[src/rtl/dll_tx_arbiter.sv]
// Data-link-layer transmit arbiter: picks between replay, DLLP and TLP sources
// and feeds the PHY framer through a single registered output stage.
module dll_tx_arbiter #(
    parameter int unsigned PIPE_DATA_WIDTH = 256,
    parameter int unsigned STARVE_LIMIT    = 4
) (
    input  logic                       sclk,
    input  logic                       srst,
    input  logic                       link_up_i,
    input  logic                       rpl_valid_i,
    input  logic [PIPE_DATA_WIDTH-1:0] rpl_data_i,
    input  logic                       rpl_last_i,
    output logic                       rpl_ready_o,
    input  logic                       dllp_valid_i,
    input  logic [PIPE_DATA_WIDTH-1:0] dllp_data_i,
    output logic                       dllp_ready_o,
    input  logic                       tlp_valid_i,
    input  logic [PIPE_DATA_WIDTH-1:0] tlp_data_i,
    input  logic                       tlp_last_i,
    output logic                       tlp_ready_o,
    output logic                       phy_valid_o,
    output logic [PIPE_DATA_WIDTH-1:0] phy_data_o,
    output logic                       phy_last_o,
    input  logic                       phy_ready_i,
    output logic [1:0]                 grant_o
);

    localparam int unsigned CntW = (STARVE_LIMIT > 0) ? $clog2(STARVE_LIMIT + 1) : 1;
    localparam logic [CntW-1:0] CntMax = CntW'(STARVE_LIMIT);

    typedef enum logic [1:0] {StIdle, StRpl, StTlp} state_e;
    typedef enum logic [1:0] {GntNone = 2'd0, GntRpl = 2'd1, GntDllp = 2'd2, GntTlp = 2'd3} gnt_e;

    state_e                     state_q, state_d;
    gnt_e                       gnt;
    logic [CntW-1:0]            wait_cnt_q, wait_cnt_d;
    logic                       phy_valid_q, phy_valid_d;
    logic [PIPE_DATA_WIDTH-1:0] phy_data_q, phy_data_d;
    logic                       phy_last_q, phy_last_d;
    logic                       load_en;
    logic                       sel_valid;
    logic [PIPE_DATA_WIDTH-1:0] sel_data;
    logic                       sel_last;
    logic                       accept;

    assign load_en = !phy_valid_q || phy_ready_i;

    // Owner selection: fixed owner mid-packet, combinational priority in IDLE.
    always_comb begin
        gnt = GntNone;
        case (state_q)
            StIdle: begin
                if (link_up_i) begin
                    if (rpl_valid_i) begin
                        gnt = GntRpl;
                    end else if (tlp_valid_i && (!dllp_valid_i || wait_cnt_q == CntMax)) begin
                        // A starved TLP is promoted over DLLPs, never over replay.
                        gnt = GntTlp;
                    end else if (dllp_valid_i) begin
                        gnt = GntDllp;
                    end
                end
            end
            StRpl:   gnt = GntRpl;
            StTlp:   gnt = GntTlp;
            default: gnt = GntNone;
        endcase
        if (srst) begin
            gnt = GntNone;
        end
    end

    // Source mux for the granted owner; DLLPs are always single-beat.
    always_comb begin
        sel_valid = 1'b0;
        sel_data  = '0;
        sel_last  = 1'b0;
        case (gnt)
            GntRpl: begin
                sel_valid = rpl_valid_i;
                sel_data  = rpl_data_i;
                sel_last  = rpl_last_i;
            end
            GntDllp: begin
                sel_valid = dllp_valid_i;
                sel_data  = dllp_data_i;
                sel_last  = 1'b1;
            end
            GntTlp: begin
                sel_valid = tlp_valid_i;
                sel_data  = tlp_data_i;
                sel_last  = tlp_last_i;
            end
            default: ;
        endcase
    end

    assign accept       = sel_valid && load_en;
    assign rpl_ready_o  = (gnt == GntRpl)  && load_en;
    assign dllp_ready_o = (gnt == GntDllp) && load_en;
    assign tlp_ready_o  = (gnt == GntTlp)  && load_en;
    assign grant_o      = gnt;
    assign phy_valid_o  = phy_valid_q;
    assign phy_data_o   = phy_data_q;
    assign phy_last_o   = phy_last_q;

    // Next-state for FSM, starvation counter and output register.
    always_comb begin
        state_d     = state_q;
        wait_cnt_d  = wait_cnt_q;
        phy_valid_d = phy_valid_q;
        phy_data_d  = phy_data_q;
        phy_last_d  = phy_last_q;

        case (state_q)
            StIdle: begin
                if (accept && !sel_last) begin
                    if (gnt == GntRpl) begin
                        state_d = StRpl;
                    end else if (gnt == GntTlp) begin
                        state_d = StTlp;
                    end
                end
            end
            StRpl, StTlp: begin
                if (accept && sel_last) begin
                    state_d = StIdle;
                end
            end
            default: state_d = StIdle;
        endcase

        if (accept && gnt == GntTlp && state_q == StIdle) begin
            wait_cnt_d = '0;
        end else if (accept && gnt == GntDllp && tlp_valid_i && wait_cnt_q != CntMax) begin
            wait_cnt_d = wait_cnt_q + CntW'(1);
        end

        if (load_en) begin
            phy_valid_d = accept;
            if (accept) begin
                phy_data_d = sel_data;
                phy_last_d = sel_last;
            end
        end
    end

    // State registers with synchronous reset.
    always_ff @(posedge sclk) begin
        if (srst) begin
            state_q     <= StIdle;
            wait_cnt_q  <= '0;
            phy_valid_q <= 1'b0;
            phy_data_q  <= '0;
            phy_last_q  <= 1'b0;
        end else begin
            state_q     <= state_d;
            wait_cnt_q  <= wait_cnt_d;
            phy_valid_q <= phy_valid_d;
            phy_data_q  <= phy_data_d;
            phy_last_q  <= phy_last_d;
        end
    end

endmodule
[config.mk]
export PLATFORM = sky130hd
export DESIGN_NAME = dll_tx_arbiter
export DESIGN_NICKNAME = d
export VERILOG_FILES = /design/src/rtl/dll_tx_arbiter.sv
export SDC_FILE = /design/constraint.sdc
export NUM_CORES = 1
export LEC_CHECK = 0
export ABC_AREA = 0
export BUFFER_PORTS_ARGS = -buffer_cell sky130_fd_sc_hd__buf_2
export CORE_AREA = 2 2 407 409
export CTS_BUF_LIST = sky130_fd_sc_hd__clkbuf_4 sky130_fd_sc_hd__clkbuf_8 sky130_fd_sc_hd__clkbuf_16
export DETAILED_ROUTE_END_ITERATION = 12
export DIE_AREA = 0 0 409 411
export PLACE_DENSITY = 0.3
export RECOVER_POWER = 25
export SETUP_SLACK_MARGIN = 0.02
export SLEW_MARGIN = 5
export SYNTH_ARGS = -nofsm -noshare
export SYNTH_HDL_FRONTEND = slang
export SYNTH_SLANG_ARGS = --single-unit
[constraint.sdc]
create_clock -name sclk -period 6.3 [get_ports sclk]
set_clock_uncertainty 0.05 [all_clocks]
set_input_delay 1.89 -clock sclk [delete_from_list [all_inputs] [get_ports sclk]]
set_output_delay 1.89 -clock sclk [all_outputs]
set_load 0.02 [all_outputs]
---- Yosys cells after proc, flatten, opt, wreduce, memory -nomap -nowiden ----
Cells that the tools add are included.
storage, ports and cells
  logic and storage cells ................. 52
  flip-flop bits (word level) ............. 263
  output and inout port bits .............. 263
operators by class
  eq/ne operators ......................... 10
  $add $sub $neg .......................... 1
  mux-type cells .......................... 14
  reduce and logical (&&, ||, !) cells .... 22
operators by type and width
  cell                                            number
  case mux 256 bit (3 select lines)               1
  two-way mux 2 bit                               9
  logical AND 1 bit                               12
  == test 2 bit (second input constant)           3
  inequality test 3 bit (second input constant)   2
  case mux 1 bit (3 select lines)                 2
  case mux 2 bit (3 select lines)                 1
  == test 2 x 1 -> 1 bit (second input constant)  2
  inequality test 2 bit (second input constant)   2
  case mux 2 bit (2 select lines)                 1
  OR reduction 2 bit                              2
  adder 3 x 1 -> 3 bit (second input constant)    1
  == test 3 bit (second input constant)           1
  logical NOT 1 bit                               3
  AND reduction 3 bit                             1
  logical NOT 2 bit                               1
  logical OR 1 bit                                2
  AND reduction 2 bit                             1

---- Longest topological paths before layout ----
Gate-level depths: netlist (run 1).
  depth in word-level cells ............... 14
  mapped depth ............................ 12
  mapped depth without buffers ............ 9

---- Least setup slack after synthesis (run 1) ----
Ideal clock, no wire load.
  path kind ............................... input to output
  start point ............................. in srst
  end point ............................... out tlp_ready_o
  arrival ................................. 3308 ps
  required time ........................... 4360 ps
  stages on the path ...................... 5
  slack ................................... 1052 ps
  cells stage by stage .................... or3b_1 > o41a_1 > buf_6 > clkbuf_1 > nor3_1
between the ends
  cells in the longest elaborated chain, start to end .. 3
ends and longest elaborated chain
  element            RTL line  RTL
  from (decl)        8         input logic srst,
  two-way mux 2 bit  68        if (srst) begin
  == test 2 bit      101       assign tlp_ready_o = (gnt == GntTlp) && load_en;
  logical AND 1 bit  101
  to (decl)          20        output logic tlp_ready_o,
Every way passes these cells.

---- Worst setup path after layout (run 1) ----
  start point ............................. in rpl_valid_i
  end point ............................... out rpl_ready_o
between the ends
  cells in the longest elaborated chain, start to end .. 6
ends and longest elaborated chain
  element                          RTL line  RTL
  from (decl)                      10        input logic rpl_valid_i,
  two-way mux 2 bit                54        if (rpl_valid_i) begin
  two-way mux 2 bit                53        if (link_up_i) begin
  case mux 2 bit (3 select lines)  51        case (state_q)
  two-way mux 2 bit                68
  == test 2 x 1 -> 1 bit           99        assign rpl_ready_o = (gnt == GntRpl) && load_en;
  logical AND 1 bit                99
  to (decl)                        13        output logic rpl_ready_o,
Every way passes these cells.

==> results of run 1 <==
how the worst max path moves through the flow:
stage / startpoint / end / slack, ns / cells after the start
floorplan: srst / tlp_ready_o / 1.05 / 5
global placement: rpl_valid_i / rpl_ready_o / 0.79 / 8
detailed placement: rpl_valid_i / rpl_ready_o / 0.77 / 8
CTS: rpl_valid_i / rpl_ready_o / 0.76 / 8
global route: rpl_valid_i / rpl_ready_o / 0.59 / 8
finish: rpl_valid_i / rpl_ready_o / 0.75 / 8
power breakdown:
group	internal, W	total, W	switching, W
clock	0.00140	0.00232	0.000922
sequential	0.00182	0.00194	0.000116
combinational	0.000688	0.00178	0.00109
layer usage:
layer	track usage, %	up-vias	share of wire (%)	routed length (µm)
met4	2.72	48	1.9	2150
met5	0	-	0.25	280
met1	15.6	9119	42	47600
met3	4.02	168	7.5	8540
met2	21.8	715	48	54800
li1	-	8992	-	-
final cells by class:
class / count / share of cell area (%)
repair buffers: 1082 / 22.3
diodes: 12 / 0.121
well taps: 2189 / 11.0
multi-input cells: 1593 / 40.0
clock inverters: 3 / 0.161
inverters: 8 / 0.186
clock buffers: 62 / 5.07
flip-flops and latches: 263 / 21.2
logic make-up (layout without fill, tap and decap cells):
logic type | Yosys count | in the layout | synth area share [%]
and+or+nand+nor | 1057 | 1057 | 33.8
AOI/OAI and AO/OA | 526 | 526 | 25.9
DFF | 263 | 263 | 32.1
buffers and inverters | 206 | 1155 | 7.57
adders and majority gates | 4 | 4 | 0.305
muxes | 4 | 4 | 0.252
xor gates and xnor gates | 2 | 2 | 0.107
other | 0 | 12 | 0
critical path: cells and delay by family:
kind,cells,cell delay (ns)
buffers and inverters,4,0.63
AOI/OAI and AO/OA,2,0.63
and+or+nand+nor,2,0.45
flip-flops by register name, indices dropped and copies added (netlist names):
register	cells
phy_data_o	256
state_q	2
phy_valid_o	1
wait_cnt_q	3
phy_last_o	1
placed cells by master (no fill, tap or decap), types with 12 or more instances in the layout:
cell type,instances
clkbuf_16,41
buf_4,30
clkbuf_1,130
buf_12,13
buf_2,908
dfxtp_1,263
nor3_1,20
nor3_2,240
diode_2,12
o22ai_1,56
a21oi_1,258
o22ai_2,200
nand2_1,774
clkbuf_8,12
per-stage QoR:
stage               hold slack [ns]  instances  util (%)
CTS                           0.480       5200      15.2
detailed placement            0.468       5135      14.4
global route                  0.507       5207      15.2
finish                        0.479       5212      15.2
global placement              0.445       5135      14.4
floorplan                     0.429       2062         -
==> impl_metrics.csv, run 1 <==
group,metric,value,unit
critical_path,crit_arrival,3.61,ns
clocking,cts_buffer_depth,3,
sta,min_period,5.55,ns
clocking,insertion_delay,0.57,ns
critical_path,end_kind,"output pin",
route,wire_per_inst,21.8,µm
grt,grt_pass1_vias,19282,
critical_path,crit_path_max_fanout,5,
clocking,cts_hold_buf,0,
floorplanning,placementRows,149,
sta,setup_violations,0,
power_and_ir_drop,power,0.00604,W
floorplanning,ios,1040,
final_layout,finalInstanceArea,24800,µm²
critical_path,crit_chain,"buf_2, inv_1, a311oi_1, o21ai_0, inv_1, nand2_1, nor2_1, buf_2",
floorplanning,start_util,10.0,%
final_layout,nFillCells,19069,
final_layout,final_net_count,3769,
critical_path,r2r_setup_slack,2.84,ns
final_layout,multi_input_area,9930,µm²
route,remaining_drc_errors,0,
logic_synthesis,syn_inst,2062,
critical_path,r2r_start,"state_q[1]",
floorplanning,core_area,164000,µm²
logic_synthesis,synth_top_area_share,32.1,%
logic_synthesis,ys_ff_latch,263,
power_and_ir_drop,power_density,243,nW/µm²
critical_path,required,4.36,ns
placement,dpl.hpwl,89.0,mm
grt,grt_pass1_wl,154,mm
logic_synthesis,synth_area_per_cell,7.96,µm²
route,drt-vias-per-instance,3.65,
min_path,hold_end,"wait_cnt_q[2]",
final_layout,regArea,5270,µm²
logic_synthesis,synthTopCellsByArea,"dfxtp_1 32%, nand2_1 18%, o22ai_2 15%",
route,num_vias,19042,
logic_synthesis,ys_async_sr_fraction,0,%
sta,tns,0,ns
route,ant_nets,0,
logic_synthesis,synth.cell_area,16400,µm²
placement,port-buffer-count,1039,
logic_synthesis,synth_common_cells,"775 x nand2_1, 263 x dfxtp_1, 258 x a21oi_1",
placement,detailedPlace.worstSlack,0.771,ns
power_and_ir_drop,peakVddDrop,0.145,mV
grt,grt_overflow,0,
clocking,cts_made_buffers,40,
floorplanning,chipWidth,409,µm
sta,period_share,88.1,%
logic_synthesis,yosysUniqueCellTypes,46,
grt,grt_max_degree,155,
route,wl,113,mm
min_path,min_from,"wait_cnt_q[2]",
logic_synthesis,syn_nets,2843,
logic_synthesis,synth_edf_count,0,
floorplanning,fp.dieArea,168000,µm²
final_layout,area_delta_synth_final,51.3,%
clocking,clock_sinks,263,
clocking,cts_tree,"yes",
clocking,cts_setup_buffers,0,
sta,worst_slack,0.751,ns
grt,grt_util_all_layers,12.8,%
sta,hold_viol_final,0,
placement,place_area,23700,µm²
critical_path,critPathLaunchType,"input pin",
route,first_pass_iters,5,
clocking,cts_root_buf,"clkbuf_16",
logic_synthesis,post-synth-top-count-cell,"nand2_1",
sta,rsz0062_at_grt,"no",
route,drt-initial-drc-count,934,
sta,worst_pin_slew,0.999,ns
clocking,htree_levels,2,
logic_synthesis,synth_top_area_cell,"dfxtp_1",
critical_path,criticalPathCategory,"in2out",
critical_path,ff2ff_path_depth,10,
placement,gp_congestion,0.895,
power_and_ir_drop,leakagePower,11.5,nW
critical_path,critPathSlowestCell,"a311oi_1",
flow_run,maxCapViolCount,0,
clocking,ctsResizeCount,0,
sta,max-slew-margin-rel,33.4,%
critical_path,rr_endpoint,"phy_data_o[86]",
outcome,run_status,"finished clean",
sta,fmax,0.180,GHz
floorplanning,fp.dieH,411,µm
sta,maxSlewViolCount,0,
final_layout,drive_gt1_share,48.8,%
critical_path,critical_path.max_stage_delay,0.45,ns
min_path,whs_path_depth,2,
logic_synthesis,ys.flop_type,"dfxtp_1",
clocking,path_clk_slew,0.05,ns
logic_synthesis,ys_warn_count,0,
logic_synthesis,synth-seq-area-share,32.1,%
min_path,hold_path_class,"reg2reg",
grt,antenna_found_initial,81,
Note: power is estimated with default switching activity, not from simulation.
==> run 2: changes to the inputs <==
Settings changed: PLACE_DENSITY 0.3 to default.
==> run 2 against run 1 <==
Net effect: sequential cell count unchanged; clock-buffer cell count decreased by 13; fmax grew 3.1%; sequential share of layout area shrank 0.15 points; non-clock buffer count grew 15; clock power grew 2%; routed wire length is 8.6% higher; highest routed layer unchanged; worst setup slack improved by 0.17 ns; die area did not move; worst hold slack worse by 0.0060 ns; critical path type unchanged; sequential power barely moved.
==> impl_metrics.csv, run 2 (synthesized netlist as in run 1, its figures left out) <==
group,metric,value,unit
critical_path,criticalPathCategory,"in2out",
final_layout,layout_common_cells,"908 x buf_2, 774 x nand2_1, 263 x dfxtp_1",
route,wire_per_inst,23.5,µm
sta,period_share,85.4,%
min_path,min_from,"wait_cnt_q[2]",
final_layout,area_delta_synth_final,52.5,%
sta,rsz0062_at_grt,"no",
power_and_ir_drop,leakagePower,11.6,nW
clocking,path_clk_slew,0.06,ns
sta,whs,0.473,ns
sta,fmax,0.186,GHz
clocking,htree_levels,2,
final_layout,largest_register_ffs,256,
critical_path,critical_path.max_stage_delay,0.45,ns
route,num_vias,20066,
sta,setup_violations,0,
final_layout,nFillCells,18918,
final_layout,final_net_count,3783,
final_layout,drive_gt1_share,49.1,%
critical_path,crit_arrival,3.44,ns
sta,maxSlewViolCount,0,
grt,grt_pass1_vias,19153,
route,ant_nets,0,
clocking,clock_sinks,263,
critical_path,cp_common_cell,"buf_2",
grt,antenna_found_initial,78,
critical_path,required,4.36,ns
sta,worst_pin_slew,1.17,ns
sta,hold_viol_final,0,
critical_path,critPathSlowestCell,"a311oi_1",
min_path,hold_path_class,"reg2reg",
clocking,cts_made_buffers,39,
grt,met2_usage,22.6,%
power_and_ir_drop,peakVddDrop,0.176,mV
sta,worst_slack,0.919,ns
route,drt-initial-drc-count,1398,
clocking,cts_root_buf,"clkbuf_16",
sta,min_period,5.38,ns
route,first_pass_iters,8,
critical_path,worstSetupStartpoint,"rpl_valid_i",
grt,grt_max_degree,179,
final_layout,finish.utilization,15.3,%
critical_path,crit_path_max_fanout,8,
placement,dpl.hpwl,101,mm
floorplanning,fp.dieH,411,µm
clocking,cts_hold_buf,0,
sta,max-slew-margin-rel,22.0,%
grt,use_met1,17.7,%
critical_path,r2r_start,"state_q[1]",
clocking,insertion_delay,0.60,ns
critical_path,crit_chain,"buf_2, inv_1, a311oi_1, o21ai_1, buf_4, nor3_1, buf_2",
grt,grt_util_all_layers,13.9,%
floorplanning,chipWidth,409,µm
clocking,ctsResizeCount,0,
route,drt-vias-per-instance,3.83,
sta,tns,0,ns
grt,grt-busiest-layer,"met2",
clocking,cts_buffer_depth,3,
power_and_ir_drop,power_density,247,nW/µm²
floorplanning,ios,1040,
floorplanning,start_util,10.0,%
final_layout,mostFrequentLayoutCell,"buf_2",
grt,met3_usage,3.56,%
critical_path,critPathLaunchType,"input pin",
placement,port-buffer-count,1039,
floorplanning,placementRows,149,
placement,gp_congestion,1.01,
grt,grt_overflow,0,
clocking,cts_setup_buffers,0,
placement,detailedPlace.worstSlack,0.993,ns
clocking,cts_tree,"yes",
critical_path,end_kind,"output pin",
route,remaining_drc_errors,0,
grt,grt_pass1_wl,162,mm
floorplanning,fp.dieArea,168000,µm²
flow_run,maxCapViolCount,0,
outcome,run_status,"finished clean",
route,wl,123,mm
floorplanning,core_area,164000,µm²
-- run 2: through the flow --
| stage | power, W | std cells | cell area, µm² |
|---|---|---|---|
| 2_1_floorplan | 0.00307 | 2062 | 16400 |
| 3_3_place_gp | 0.00385 | 5150 | 23800 |
| 3_5_place_dp | 0.00387 | 5150 | 23800 |
| 4_1_cts | 0.00630 | 5219 | 25100 |
| 5_1_grt | 0.00647 | 5227 | 25000 |
| 6_report | 0.00618 | 5245 | 25000 |
-- run 2: critical path: cells and delay by family --
family,cells,cell delay (ns)
compound gates,2,0.56
buf+inv,4,0.69
simple gates,1,0.30
-- run 2: final timing paths --
check / endpoint / slack [ns] / cells past startpoint
setup / recovery: tlp_ready_o / 0.92 / 7
hold / removal: wait_cnt_q[2] / 0.47 / 2
setup reg to reg: phy_data_o[167] / 2.60 / 10
hold reg to reg: wait_cnt_q[2] / 0.47 / 2
-- run 2: cell type report --
class                           instances  area (µm²)  share of cell area [%]
Antenna cell                           26        65.1                   0.260
Sequential cell                       263        5270                    21.0
Clock inverter                         20         234                   0.935
Tap cell                             2189        2740                    10.9
Clock buffer                           49        1090                    4.34
Timing Repair Buffer                 1097        5660                    22.6
Inverter                                8        46.3                   0.185
Multi-Input combinational cell       1593        9930                    39.7
-- run 2: power by group --
group | internal (W) | switching [W]
clock | 0.00139 | 0.000981
sequential | 0.00182 | 0.000115
combinational | 0.000697 | 0.00117
total | 0.00391 | 0.00227
-- run 2: per-layer routing --
layer / vias to the layer above / wire length, µm
met2: 1059 / 57200
met5: - / 131
met3: 225 / 10300
met1: 9716 / 51200
li1: 9046 / -
met4: 20 / 4220
